`src/rtl/fwd_hazard_ctrl_pkg.sv`:
```
// Shared types for the forwarding/hazard controller: select encodings,
// scoreboard geometry and the per-stage producer record.
package fwd_hazard_ctrl_pkg;

  typedef enum logic [1:0] {
    SEL_GPR  = 2'b00,
    SEL_MEM1 = 2'b01,
    SEL_MEM2 = 2'b10,
    SEL_WB   = 2'b11
  } fwd_sel_e;

  localparam int unsigned STAGES  = 3;
  localparam int unsigned ST_EX   = 0;
  localparam int unsigned ST_MEM1 = 1;
  localparam int unsigned ST_MEM2 = 2;

  typedef struct packed {
    logic       valid;
    logic [4:0] dst;
    logic       wr;
    logic       load;
  } sb_entry_t;

  // Register 0 is hard-wired, so it never has a producer.
  function automatic logic sb_match(sb_entry_t e, logic [4:0] r);
    return e.valid && e.wr && (e.dst == r) && (r != 5'd0);
  endfunction

endpackage

```
`src/rtl/fwd_hazard_ctrl_if.sv`:
```
// Pipeline-side bundle of the forwarding/hazard controller: ID-stage operand
// description and freeze/flush controls in, forwarding selects and stalls out.
interface fwd_hazard_ctrl_if #(
  parameter int unsigned CNT_W = 16
);
  import fwd_hazard_ctrl_pkg::*;

  logic             id_valid;
  logic [4:0]       id_rs;
  logic [4:0]       id_rt;
  logic             id_rs_ex;
  logic             id_rt_ex;
  logic             id_rs_br;
  logic             id_rt_br;
  logic [4:0]       id_dst;
  logic             id_wr;
  logic             id_load;
  logic             hold;
  logic             flush;

  fwd_sel_e         MUX4Sel;
  fwd_sel_e         MUX5Sel;
  fwd_sel_e         MUX8Sel;
  fwd_sel_e         MUX9Sel;
  logic             stall_id;
  logic             bubble_ex;
  logic [CNT_W-1:0] stall_cnt;

  modport master (
    output id_valid, id_rs, id_rt, id_rs_ex, id_rt_ex, id_rs_br, id_rt_br,
           id_dst, id_wr, id_load, hold, flush,
    input  MUX4Sel, MUX5Sel, MUX8Sel, MUX9Sel, stall_id, bubble_ex, stall_cnt
  );

  modport slave (
    input  id_valid, id_rs, id_rt, id_rs_ex, id_rt_ex, id_rs_br, id_rt_br,
           id_dst, id_wr, id_load, hold, flush,
    output MUX4Sel, MUX5Sel, MUX8Sel, MUX9Sel, stall_id, bubble_ex, stall_cnt
  );

endinterface

```
`src/rtl/fwd_hazard_ctrl_operand_cmp.sv`:
```
// Resolves one ID source operand against the EX/MEM1/MEM2 scoreboard:
// nearest producer wins, giving EX and ID-compare selects plus a hazard flag.
module fwd_operand_cmp
  import fwd_hazard_ctrl_pkg::*;
(
  input  sb_entry_t [STAGES-1:0] sb_i,
  input  logic [4:0]             src_i,
  input  logic                   use_ex_i,
  input  logic                   use_br_i,
  output fwd_sel_e               ex_sel_o,
  output fwd_sel_e               id_sel_o,
  output logic                   hazard_o
);

  logic [STAGES-1:0] hit;

  always_comb begin
    hit = '0;
    for (int unsigned i = 0; i < STAGES; i++) begin
      hit[i] = sb_match(sb_i[i], src_i);
    end
  end

  // The if/else-if chain encodes priority: younger producers shadow older ones.
  always_comb begin
    ex_sel_o = SEL_GPR;
    id_sel_o = SEL_GPR;
    hazard_o = 1'b0;
    if (hit[ST_EX]) begin
      if (use_ex_i) begin
        ex_sel_o = SEL_MEM1;
      end
      hazard_o = (use_ex_i && sb_i[ST_EX].load) || use_br_i;
    end else if (hit[ST_MEM1]) begin
      if (use_ex_i) begin
        ex_sel_o = SEL_MEM2;
      end
      if (use_br_i && !sb_i[ST_MEM1].load) begin
        id_sel_o = SEL_MEM2;
      end
      hazard_o = sb_i[ST_MEM1].load && (use_ex_i || use_br_i);
    end else if (hit[ST_MEM2]) begin
      if (use_ex_i) begin
        ex_sel_o = SEL_WB;
      end
      if (use_br_i && !sb_i[ST_MEM2].load) begin
        id_sel_o = SEL_WB;
      end
      hazard_o = use_br_i && sb_i[ST_MEM2].load;
    end
  end

endmodule

```
`src/rtl/fwd_hazard_ctrl.sv`:
```
// Forwarding and hazard-stall controller: tracks in-flight producers, drives
// EX/ID forwarding selects, ID stall / EX bubble and a saturating stall counter.
module fwd_hazard_ctrl
  import fwd_hazard_ctrl_pkg::*;
#(
  parameter int unsigned CNT_W = 16
) (
  input logic             clk,
  input logic             rst,
  fwd_hazard_ctrl_if.slave bus
);

  sb_entry_t [STAGES-1:0] sb_q, sb_d;
  fwd_sel_e               mux4_q, mux4_d;
  fwd_sel_e               mux5_q, mux5_d;
  logic [CNT_W-1:0]       cnt_q, cnt_d;

  fwd_sel_e rs_ex_sel, rs_id_sel, rt_ex_sel, rt_id_sel;
  logic     rs_haz, rt_haz;
  logic     haz_stall, accept;

  fwd_operand_cmp u_rs_cmp (
    .sb_i     (sb_q),
    .src_i    (bus.id_rs),
    .use_ex_i (bus.id_rs_ex),
    .use_br_i (bus.id_rs_br),
    .ex_sel_o (rs_ex_sel),
    .id_sel_o (rs_id_sel),
    .hazard_o (rs_haz)
  );

  fwd_operand_cmp u_rt_cmp (
    .sb_i     (sb_q),
    .src_i    (bus.id_rt),
    .use_ex_i (bus.id_rt_ex),
    .use_br_i (bus.id_rt_br),
    .ex_sel_o (rt_ex_sel),
    .id_sel_o (rt_id_sel),
    .hazard_o (rt_haz)
  );

  always_comb begin
    haz_stall = (rs_haz || rt_haz) && bus.id_valid && !bus.flush;
    accept    = bus.id_valid && !haz_stall && !bus.flush;
  end

  // Under hold everything keeps its value, so flush and hazards have no effect on state.
  always_comb begin
    sb_d   = sb_q;
    mux4_d = mux4_q;
    mux5_d = mux5_q;
    cnt_d  = cnt_q;
    if (!bus.hold) begin
      sb_d[ST_MEM2]       = sb_q[ST_MEM1];
      sb_d[ST_MEM1]       = sb_q[ST_EX];
      sb_d[ST_EX].valid   = accept;
      sb_d[ST_EX].dst     = bus.id_dst;
      sb_d[ST_EX].wr      = bus.id_wr;
      sb_d[ST_EX].load    = bus.id_load;
      mux4_d = accept ? rs_ex_sel : SEL_GPR;
      mux5_d = accept ? rt_ex_sel : SEL_GPR;
      if (haz_stall && (cnt_q != '1)) begin
        cnt_d = cnt_q + CNT_W'(1);
      end
    end
  end

  always_ff @(posedge clk) begin
    if (rst) begin
      sb_q   <= '0;
      mux4_q <= SEL_GPR;
      mux5_q <= SEL_GPR;
      cnt_q  <= '0;
    end else begin
      sb_q   <= sb_d;
      mux4_q <= mux4_d;
      mux5_q <= mux5_d;
      cnt_q  <= cnt_d;
    end
  end

  assign bus.MUX4Sel   = mux4_q;
  assign bus.MUX5Sel   = mux5_q;
  assign bus.MUX8Sel   = rs_id_sel;
  assign bus.MUX9Sel   = rt_id_sel;
  assign bus.stall_id  = haz_stall || bus.hold;
  assign bus.bubble_ex = haz_stall && !bus.hold;
  assign bus.stall_cnt = cnt_q;

endmodule
```
`src/flat_wrapper.sv`:
```
// flat-port wrapper written by rule: the top's interface ports become plain ports
module fwd_hazard_ctrl_flat import fwd_hazard_ctrl_pkg::*;
#(
  parameter int unsigned CNT_W = 16
)
  (clk, rst, bus_id_valid, bus_id_rs, bus_id_rt, bus_id_rs_ex, bus_id_rt_ex, bus_id_rs_br, bus_id_rt_br, bus_id_dst, bus_id_wr, bus_id_load, bus_hold, bus_flush, bus_MUX4Sel, bus_MUX5Sel, bus_MUX8Sel, bus_MUX9Sel, bus_stall_id, bus_bubble_ex, bus_stall_cnt);
  fwd_hazard_ctrl_if #(.CNT_W(CNT_W)) bus_i ();
  input logic clk;
  input logic rst;
  input wire logic [$bits(bus_i.id_valid)-1:0] bus_id_valid;
  input wire logic [$bits(bus_i.id_rs)-1:0] bus_id_rs;
  input wire logic [$bits(bus_i.id_rt)-1:0] bus_id_rt;
  input wire logic [$bits(bus_i.id_rs_ex)-1:0] bus_id_rs_ex;
  input wire logic [$bits(bus_i.id_rt_ex)-1:0] bus_id_rt_ex;
  input wire logic [$bits(bus_i.id_rs_br)-1:0] bus_id_rs_br;
  input wire logic [$bits(bus_i.id_rt_br)-1:0] bus_id_rt_br;
  input wire logic [$bits(bus_i.id_dst)-1:0] bus_id_dst;
  input wire logic [$bits(bus_i.id_wr)-1:0] bus_id_wr;
  input wire logic [$bits(bus_i.id_load)-1:0] bus_id_load;
  input wire logic [$bits(bus_i.hold)-1:0] bus_hold;
  input wire logic [$bits(bus_i.flush)-1:0] bus_flush;
  output wire logic [$bits(bus_i.MUX4Sel)-1:0] bus_MUX4Sel;
  output wire logic [$bits(bus_i.MUX5Sel)-1:0] bus_MUX5Sel;
  output wire logic [$bits(bus_i.MUX8Sel)-1:0] bus_MUX8Sel;
  output wire logic [$bits(bus_i.MUX9Sel)-1:0] bus_MUX9Sel;
  output wire logic [$bits(bus_i.stall_id)-1:0] bus_stall_id;
  output wire logic [$bits(bus_i.bubble_ex)-1:0] bus_bubble_ex;
  output wire logic [$bits(bus_i.stall_cnt)-1:0] bus_stall_cnt;
  assign bus_i.id_valid = bus_id_valid;
  assign bus_i.id_rs = bus_id_rs;
  assign bus_i.id_rt = bus_id_rt;
  assign bus_i.id_rs_ex = bus_id_rs_ex;
  assign bus_i.id_rt_ex = bus_id_rt_ex;
  assign bus_i.id_rs_br = bus_id_rs_br;
  assign bus_i.id_rt_br = bus_id_rt_br;
  assign bus_i.id_dst = bus_id_dst;
  assign bus_i.id_wr = bus_id_wr;
  assign bus_i.id_load = bus_id_load;
  assign bus_i.hold = bus_hold;
  assign bus_i.flush = bus_flush;
  assign bus_MUX4Sel = bus_i.MUX4Sel;
  assign bus_MUX5Sel = bus_i.MUX5Sel;
  assign bus_MUX8Sel = bus_i.MUX8Sel;
  assign bus_MUX9Sel = bus_i.MUX9Sel;
  assign bus_stall_id = bus_i.stall_id;
  assign bus_bubble_ex = bus_i.bubble_ex;
  assign bus_stall_cnt = bus_i.stall_cnt;
  fwd_hazard_ctrl #(.CNT_W(CNT_W)) u_core (.clk(clk), .rst(rst), .bus(bus_i));
endmodule
```
`config.mk`:
```
export PLATFORM = sky130hd
export DESIGN_NAME = fwd_hazard_ctrl_flat
export DESIGN_NICKNAME = d
export VERILOG_FILES = /design/src/rtl/fwd_hazard_ctrl_pkg.sv /design/src/rtl/fwd_hazard_ctrl_if.sv /design/src/rtl/fwd_hazard_ctrl_operand_cmp.sv /design/src/rtl/fwd_hazard_ctrl.sv /design/src/flat_wrapper.sv
export SDC_FILE = /design/constraint.sdc
export NUM_CORES = 1
export LEC_CHECK = 0
export ABC_AREA = 1
export CAP_MARGIN = 20
export CORE_MARGIN = 4
export CORE_UTILIZATION = 55
export DETAILED_ROUTE_END_ITERATION = 8
export PLACE_DENSITY = 0.85
export SLEW_MARGIN = 20
export SYNTH_ARGS = -nofsm -noshare
export SYNTH_HDL_FRONTEND = slang
export SYNTH_SLANG_ARGS = --single-unit
```
`constraint.sdc`:
```
create_clock -name clk -period 3.2 [get_ports clk]
set_input_delay 0.64 -clock clk [delete_from_list [all_inputs] [get_ports clk]]
set_output_delay 0.64 -clock clk [all_outputs]
set_load 0.03 [all_outputs]
```
==> results of run 1 <==
==> path summary, 6_finish.rpt <==
kind         slack (ns)                                     to                                 start
max                0.12                           bus_stall_id                          bus_id_rt[3]
min                0.48     u_core.bus.MUX4Sel[0]$_SDFFE_PP0N_    u_core.bus.MUX4Sel[0]$_SDFFE_PP0N_
max reg2reg        0.74  u_core.bus.stall_cnt[11]$_SDFFE_PP0P_  u_core.bus.stall_cnt[0]$_SDFFE_PP0P_
min reg2reg        0.48     u_core.bus.MUX4Sel[0]$_SDFFE_PP0N_    u_core.bus.MUX4Sel[0]$_SDFFE_PP0N_
==> registers in the layout, summed over array words and instances, names as in the netlist <==
signal,count
u_core.sb_q,24
u_core.bus.stall_cnt,16
u_core.bus.MUX5Sel,2
u_core.bus.MUX4Sel,2
==> cell families (layout without fill, tap and decap cells) <==
logic type               after synthesis  count (layout)
buffers and inverters                 67             131
flip-flops                            44              44
AND/OR/NAND/NOR                      230             230
XOR/XNOR                              25              25
AO/OA/AOI/OAI                         68              68
adder cells (fa/ha/maj)                1               1
==> power by group <==
group,leakage (nW),total [mW],switching [mW],internal (mW)
Combinational,1.11,0.170,0.0955,0.0745
Clock,0.0452,0.381,0.222,0.159
Sequential,0.360,0.588,0.0217,0.567
==> synthesized netlist by cell type (all sizes together) <==
master  number  area share
buf          3       0.011
inv         53       0.071
xor2        14       0.044
o211ai       1      0.0027
xnor2       11       0.034
a21oi       41       0.085
nand3       19       0.043
nand3b       1      0.0027
a31o         1      0.0031
o21ai       25       0.044
nand4       22       0.051
nor4         4       0.014
clkbuf      11       0.015
nand2      118        0.17
dfxtp       44        0.31
nor2        61       0.084
nor3         5       0.011
ha           1      0.0044
==> stage by stage <==
step           area (um^2)  setup slack [ns]  cells
3_3_place_gp          3470            -0.115    558
5_1_grt               3590           0.00965    566
3_5_place_dp          3470            -0.207    558
2_1_floorplan         2820             0.392    435
4_1_cts               3560            0.0355    566
6_report              3590             0.117    566
==> worst max-delay path, cell delays in order <==
cell and delay, ns:
clkdlybuf4s50_1 0.49, inv_2 0.08, nand2_1 0.08, nand2_1 0.05, nor2_1 0.10, nand2_1 0.06, nor2_1 0.14, buf_4 0.14
nand3_1 0.06, nand2_1 0.07, nand2_2 0.07, nand2_1 0.10, nor2_4 0.05, o21ai_1 0.12, buf_4 0.17
==> layout make-up <==
cell class / instances / area [um^2]
flip-flops and latches: 44 / 881
inverters: 53 / 199
multi-input cells: 324 / 1680
fillers: 410 / 1260
repair buffers: 70 / 654
clock inverters: 3 / 25.0
clock buffers: 5 / 68.8
well taps: 67 / 83.8
==> repair_timing <==
item	CTS	global route
setup buffers	0	0
pin swaps	0	2
resized for setup	2	15
endpoints found under the setup margin	2	3
==> layer usage <==
layer	vias up	global-route usage	wire length (um)
li1	1527	-	-
met1	1384	0.334	3380
met2	114	0.414	3530
met3	13	0.0350	441
met4	0	0.0704	110
met5	-	0	0
==> results.toml, run 1 <==
[layout]
diodes = 0
final_common_cell = "nand2_1"
fin_util = 0.740
most-common-layout-cells = "106 x nand2_1, 56 x nor2_1, 47 x inv_1"
nets = 525
drive_gt1_frac = 0.142
area_growth_pct = 27.5

[cts]
root_buffer = "clkbuf_8"
numCtsBuffers = 5
cts_sinks = 44
clock_latency_ns = 0.31
cts_tree = "done"
clk_path_buf_depth = 2
htree_levels = 2
postCtsHoldBufs = 0
clk_pin_slew_worst_paths_ns = 0.09

[global_routing]
grt_pass1_wl_mm = 12.7
grtUsageTotal = 0.249
overflow = 0
grt_max_degree = 40
grt_pass1_vias = 2790
antenna_found_initial = 0

[critical_path]
cp.required_ns = 2.56
arrival_ns = 2.44
cp-start-kind = "input port"
path_max_fanout = 6
worstSetupEndpointType = "output port"
path_class = "in -> out"
worst_r2r_path_depth = 9

[sta]
worst_slew_pin_slew_ns = 0.656
grt_setup_unrepaired = "false"
setup-tns-final_ns = 0
fin_crit_sh = 0.963
hold_slack_ns = 0.478
slew_headroom = 0.562
finalClockSkew_ns = 0.0120
clock.fmax_mhz = 324
min_period_ns = 3.08
final_hold_viol_count = 0
setup_viol = 0
drv_slew = 0

[pwr]
p_total_mw = 1.14
p_per_area_mw_per_mm2 = 318
ir_worst_vdd_mv = 0.307
leakage_nw = 1.52

[hold_path]
hp-class = "reg -> reg"
whs_path_depth = 2

[route]
vias = 3038
drtIter0Drc = 236
drc_errors = 0
wl_per_cell_um = 13.2
viasPerCell = 5.37
drtPass1Iterations = 5
finalWirelength_mm = 7.47
ant_nets = 0

[synthesis]
syn-num-nets = 462
ys_types = 28
synth_fa_ha_area_frac = 0.00444
synth_xor_area_frac = 0.0778
synthSimpleGateAreaFrac = 0.373
synth_top_family_by_area = "simple AND/OR/NAND/NOR gates"
synthMuxAreaShare = 0
synth-compound-area-share = 0.135
seq_area_frac_synth = 0.313
synth_warnings = 0
postSynthCellCount = 435
syn_area_mm2 = 0.00282
synth.ff_latch_count = 44
syn_area_per_cell_um2 = 6.47

[die]
die_x_um = 79.5
rows = 25
die_h_um = 79.5
coreArea_mm2 = 0.00485
ios = 52
die_area_mm2 = 0.00633
start_util = 0.581

[place]
gp_routability_congestion = 1.02
dpl.hpwl_mm = 5.55
portBuffers = 51

[run]
maxCapViolCount = 0

[run_status]
status = "finished clean"
Note: power is estimated with default switching activity, not from simulation.
==> inputs of run 2 (changes only) <==
--- a/config.mk
+++ b/config.mk
@@ -7,11 +7,12 @@
 export LEC_CHECK = 0
 export ABC_AREA = 1
 export CAP_MARGIN = 20
-export CORE_MARGIN = 4
 export CORE_UTILIZATION = 55
 export DETAILED_ROUTE_END_ITERATION = 8
-export PLACE_DENSITY = 0.85
+export HOLD_SLACK_MARGIN = 0.05
+export PLACE_DENSITY = 0.86
 export SLEW_MARGIN = 20
 export SYNTH_ARGS = -nofsm -noshare
 export SYNTH_HDL_FRONTEND = slang
+export SYNTH_HIERARCHICAL = 1
 export SYNTH_SLANG_ARGS = --single-unit
==> results.toml, run 2 <==
[global_routing]
grt_pass1_vias = 2658
grt_pass1_wl_mm = 11.9
antenna_found_initial = 0
grt_max_degree = 29
grtUsageTotal = 0.290
overflow = 0

[layout]
top_register = "u_core/sb_q"
most-common-layout-cells = "137 x nand2_1, 93 x nor2_1, 58 x inv_1"
fin_cells = 603
multi_input_area_mm2 = 0.00159
seq_area_um2 = 881
drive_gt1_frac = 0.121
largest_reg_flops = 24
fillCellCount = 429
design_area_mm2 = 0.00354
fin_util = 0.740
diodes = 0
area_growth_pct = 28.1
final_common_cell = "nand2_1"
nets = 562

[synthesis]
synth.ff_latch_count = 44
syn_area_mm2 = 0.00276
yosys.area.top_type = "dfxtp_1"
synth-main-ff-cell = "dfxtp_1"
syn-num-nets = 501
postSynthCellCount = 474
synth-edff-count = 0
synthMostInstantiatedCell = "nand2_1"
ys_async_sr_fraction = 0
ys_types = 28
synth_area_leaders = "dfxtp_1 32%, nand2_1 19%, nor2_1 13%, inv_1 7.9%, o21ai_0 5.3%"
seq_area_frac_synth = 0.319
yosysTopAreaCellShare = 0.319
synth_warnings = 6
synth_common_cells = "137 x nand2_1, 95 x nor2_1, 58 x inv_1, 44 x dfxtp_1, 29 x o21ai_0"
syn_area_per_cell_um2 = 5.83

[route]
finalWirelength_mm = 7.32
vias = 3082
drc_errors = 0
drtIter0Drc = 174
drtPass1Iterations = 5
wl_per_cell_um = 12.1
ant_nets = 0
viasPerCell = 5.11

[cts]
numCtsBuffers = 5
clock_latency_ns = 0.31
cts_tree = "done"
clk_path_buf_depth = 2
clk_pin_slew_worst_paths_ns = 0.08
cts_sinks = 44
root_buffer = "clkbuf_8"
postCtsHoldBufs = 0
htree_levels = 2

[place]
placed_cell_area_mm2 = 0.00337
gp_routability_congestion = 0.931
dpl.hpwl_mm = 5.41
dp.cells = 592
portBuffers = 51

[pwr]
p_total_mw = 1.20
leakage_nw = 1.69
ir_worst_vdd_mv = 0.394
p_per_area_mw_per_mm2 = 339

[die]
die_h_um = 72.9
die_x_um = 72.9
coreArea_mm2 = 0.00479
start_util = 0.578
ios = 52
rows = 25
die_area_mm2 = 0.00531

[hold_path]
hp-class = "reg -> reg"
whs_path_depth = 2

[sta]
worst_slew_pin_slew_ns = 0.683
setup_viol = 0
final_hold_viol_count = 0
slew_headroom = 0.544
clock.fmax_mhz = 326
drv_slew = 0
setup-tns-final_ns = 0
fin_crit_sh = 0.960
finalClockSkew_ns = 0.0111
min_period_ns = 3.07

[critical_path]
path_max_fanout = 5
worst_r2r_path_depth = 18
cp.required_ns = 2.56
worstSetupEndpointType = "output port"
arrival_ns = 2.43
path_class = "in -> out"
cp-start-kind = "input port"

[run_status]
status = "finished clean"

[run]
maxCapViolCount = 0
-- run 2: changes by cell type in the layout (fill, tap and decap cells not counted), sizes merged, moves of 4 or more --
cell,change
a21oi,-15
xnor2,-10
inv,+11
nor4,-4
buf,-6
nand4,-17
o21ai,+5
nand2,+27
dlymetal6s2s,+4
xor2,-13
nand3,+6
nor2,+47
-- run 2: logic make-up after synthesis --
kind of cell / share of synthesized area
buffers and inverters: 0.111
AO/OA/AOI/OAI: 0.109
XOR/XNOR: 0.00634
flip-flops: 0.319
adder cells (fa/ha/maj): 0.00453
AND/OR/NAND/NOR: 0.450
-- run 2: repair_timing --
action,4_1_cts,5_1_grt
pin swaps,0,3
buffers inserted,0,3
endpoints found under the setup margin,1,3
gates resized for setup,1,14
-- run 2: final cells by class --
class,instances,area share
clock inverter,2,0.00989
inverter,67,0.0710
tap,67,0.0237
timing repair buffer,65,0.178
multi-input combinational,352,0.448
clock buffer,6,0.0205
sequential,44,0.249
-- run 2: path summary, 6_finish.rpt --
path / start / to / slack, ns
worst max-delay path: bus_id_rt[0] / bus_stall_id / 0.13
worst min-delay path: u_core/bus.MUX5Sel[1]$_SDFFE_PP0N_ / u_core/bus.MUX5Sel[1]$_SDFFE_PP0N_ / 0.46
worst max register to register: u_core/sb_q[19]$_SDFFE_PP0N_ / u_core/bus.stall_cnt[4]$_SDFFE_PP0P_ / 0.83
worst min register to register: u_core/bus.MUX5Sel[1]$_SDFFE_PP0N_ / u_core/bus.MUX5Sel[1]$_SDFFE_PP0N_ / 0.46
-- run 2: metrics by stage --
| stage | hold slack (ns) | worst slack (ns) |
|---|---|---|
| floorplan | 0.468 | 0.479 |
| global placement | 0.446 | 0.0189 |
| detailed placement | 0.445 | -0.0209 |
| global route | 0.500 | -0.0361 |
| CTS | 0.457 | 0.0184 |
| finish | 0.456 | 0.129 |
-- run 2: power by group --
part	total [mW]	switching (mW)	internal, mW
clock network	0.429	0.197	0.232
registers	0.595	0.0287	0.567
logic	0.176	0.101	0.0745
total	1.20	0.326	0.873
-- run 2: per-layer routing --
layer | track usage | routed length (um) | up-vias | share of wire
met1 | 0.386 | 3540 | 1414 | 0.48
met4 | 0.0806 | 105 | 0 | 0.014
met2 | 0.481 | 3380 | 76 | 0.46
li1 | - | - | 1581 | -
met5 | 0 | 0 | - | 0
met3 | 0.0525 | 298 | 11 | 0.041
-- run 2: critical path, stage by stage --
cell	delay [ns]
clkdlybuf4s50_1	0.53
inv_2	0.08
nand2_1	0.06
o21ai_0	0.07
nor2_1	0.16
nand3_2	0.12
nand2_1	0.09
inv_1	0.06
a21oi_4	0.17
o21ai_0	0.11
o21ai_1	0.14
buf_4	0.18
==> inputs of run 3 (changes only) <==
--- a/config.mk
+++ b/config.mk
@@ -7,8 +7,10 @@
 export LEC_CHECK = 0
 export ABC_AREA = 1
 export CAP_MARGIN = 20
+export CORE_MARGIN = 1.5
 export CORE_UTILIZATION = 55
 export DETAILED_ROUTE_END_ITERATION = 8
+export GPL_ROUTABILITY_DRIVEN = 0
 export HOLD_SLACK_MARGIN = 0.05
 export PLACE_DENSITY = 0.86
 export SLEW_MARGIN = 20
==> results.toml, run 3 (synthesis gave the netlist of run 2 again) <==
[layout]
nets = 560
area_growth_pct = 27.6
largest_reg_flops = 24
diodes = 0
drive_gt1_frac = 0.120
most-common-layout-cells = "137 x nand2_1, 93 x nor2_1, 58 x inv_1"
design_area_mm2 = 0.00353
final_common_cell = "nand2_1"
top_register = "u_core/sb_q"

[critical_path]
crit_slowest_cell = "clkdlybuf4s50_1"
path_max_fanout = 6
max_stage_delay_ns = 0.54
path_class = "in -> out"
cp-start-kind = "input port"
path_cells = "clkdlybuf4s50_1 > inv_2 > nand2_1 > o21ai_0 > nor2_1 > nand3_2 > nand2_1 > inv_1 > a21oi_4 > o21ai_0 > o21ai_1 > buf_4"
arrival_ns = 2.49
cp.required_ns = 2.56
worstSetupEndpointType = "output port"

[pwr]
p_total_mw = 1.22
ir_worst_vdd_mv = 0.387
p_comb_frac = 0.143
clockPowerShare = 0.369
p_per_area_mw_per_mm2 = 345
p_int_mw = 0.896
leakage_nw = 1.63
pwr-share-seq = 0.488
p_switching_mw = 0.320
switching_share = 0.263

[cts]
cts_tree = "done"
clk_pin_slew_worst_paths_ns = 0.09
cts_sinks = 44
postCtsHoldBufs = 0
root_buffer = "clkbuf_8"
clock_latency_ns = 0.31
htree_levels = 2
numCtsBuffers = 5
clk_path_buf_depth = 2

[place]
pre_cts_ws_ns = -0.0650
dpl.hpwl_mm = 5.09
portBuffers = 51
placed_cell_area_mm2 = 0.00336

[sta]
finalClockSkew_ns = 0.00999
drv_slew = 0
grt_setup_unrepaired = "false"
hold_slack_ns = 0.462
worst_slew_pin_slew_ns = 0.669
setup_viol = 0
clock.fmax_mhz = 320
slew_headroom = 0.554
min_period_ns = 3.13
fin_crit_sh = 0.978
setup-tns-final_ns = 0
final_hold_viol_count = 0
layout_setup_ws_ns = 0.0709

[route]
viasPerCell = 5.09
vias = 3057
drc_errors = 0
drtPass1Iterations = 5
drtIter0Drc = 176
ant_nets = 0
finalWirelength_mm = 6.82
wl_per_cell_um = 11.3

[global_routing]
grt_max_degree = 29
grt_pass1_vias = 2699
grtUsageTotal = 0.270
grt_pass1_wl_mm = 11.4
overflow = 0
antenna_found_initial = 0

[die]
die_h_um = 73.9
die_x_um = 73.9
start_util = 0.578
ios = 52
rows = 25
die_area_mm2 = 0.00546
coreArea_mm2 = 0.00479

[run]
maxCapViolCount = 0

[run_status]
status = "finished clean"

[hold_path]
hp-class = "reg -> reg"
run 3: through the flow:
step / cells / utilization
floorplan: 474 / -
global placement: 590 / 0.702
detailed placement: 590 / 0.702
CTS: 598 / 0.727
global route: 601 / 0.737
finish: 601 / 0.737
run 3: layout make-up:
| cell class | instances | area [um^2] |
|---|---|---|
| clock buffer | 6 | 82.6 |
| clock inverter | 2 | 38.8 |
| fill | 412 | 1260 |
| inverter | 67 | 251 |
| multi-input combinational | 352 | 1590 |
| sequential | 44 | 881 |
| tap | 67 | 83.8 |
| timing repair buffer | 63 | 601 |
run 3: power by group through the flow:
stage | Clock, mW | Combinational [mW] | Sequential, mW
6_report | 0.449 | 0.174 | 0.594
5_1_grt | 0.478 | 0.198 | 0.597
4_1_cts | 0.462 | 0.171 | 0.593
3_5_place_dp | 0 | 0.170 | 0.606
3_3_place_gp | 0 | 0.166 | 0.605
2_1_floorplan | 0 | 0.108 | 0.596
run 3: layer usage:
metal / up-vias / track usage / share of wire / wire length [um]
met3: 18 / 0.0549 / 0.078 / 532
li1: 1581 / - / - / -
met5: - / 0 / 0 / 0
met4: 0 / 0.107 / 0.023 / 160
met1: 1343 / 0.351 / 0.45 / 3040
met2: 115 / 0.437 / 0.45 / 3080
run 3: worst max-delay path, delay by kind of cell:
family,cells,cell delay (ns)
AO/OA/AOI/OAI,4,0.51
AND/OR/NAND/NOR,4,0.49
buffers and inverters,4,0.87
run 3: final timing paths:
check                                                         from                                     to  slack [ns]  cells past startpoint
worst max-delay path                                  bus_id_rt[0]                           bus_stall_id        0.07                     12
worst min-delay path            u_core/bus.MUX5Sel[1]$_SDFFE_PP0N_     u_core/bus.MUX5Sel[1]$_SDFFE_PP0N_        0.46                      2
worst max register to register        u_core/sb_q[19]$_SDFFE_PP0N_  u_core/bus.stall_cnt[13]$_SDFFE_PP0P_        0.97                     16
worst min register to register  u_core/bus.MUX5Sel[1]$_SDFFE_PP0N_     u_core/bus.MUX5Sel[1]$_SDFFE_PP0N_        0.46                      2
run 3: repair_timing:
item	in CTS	in global routing
resized for setup	3	8
endpoints found under the hold margin	0	0
pin swaps	0	1
setup endpoints to repair	3	2
buffers inserted	0	3
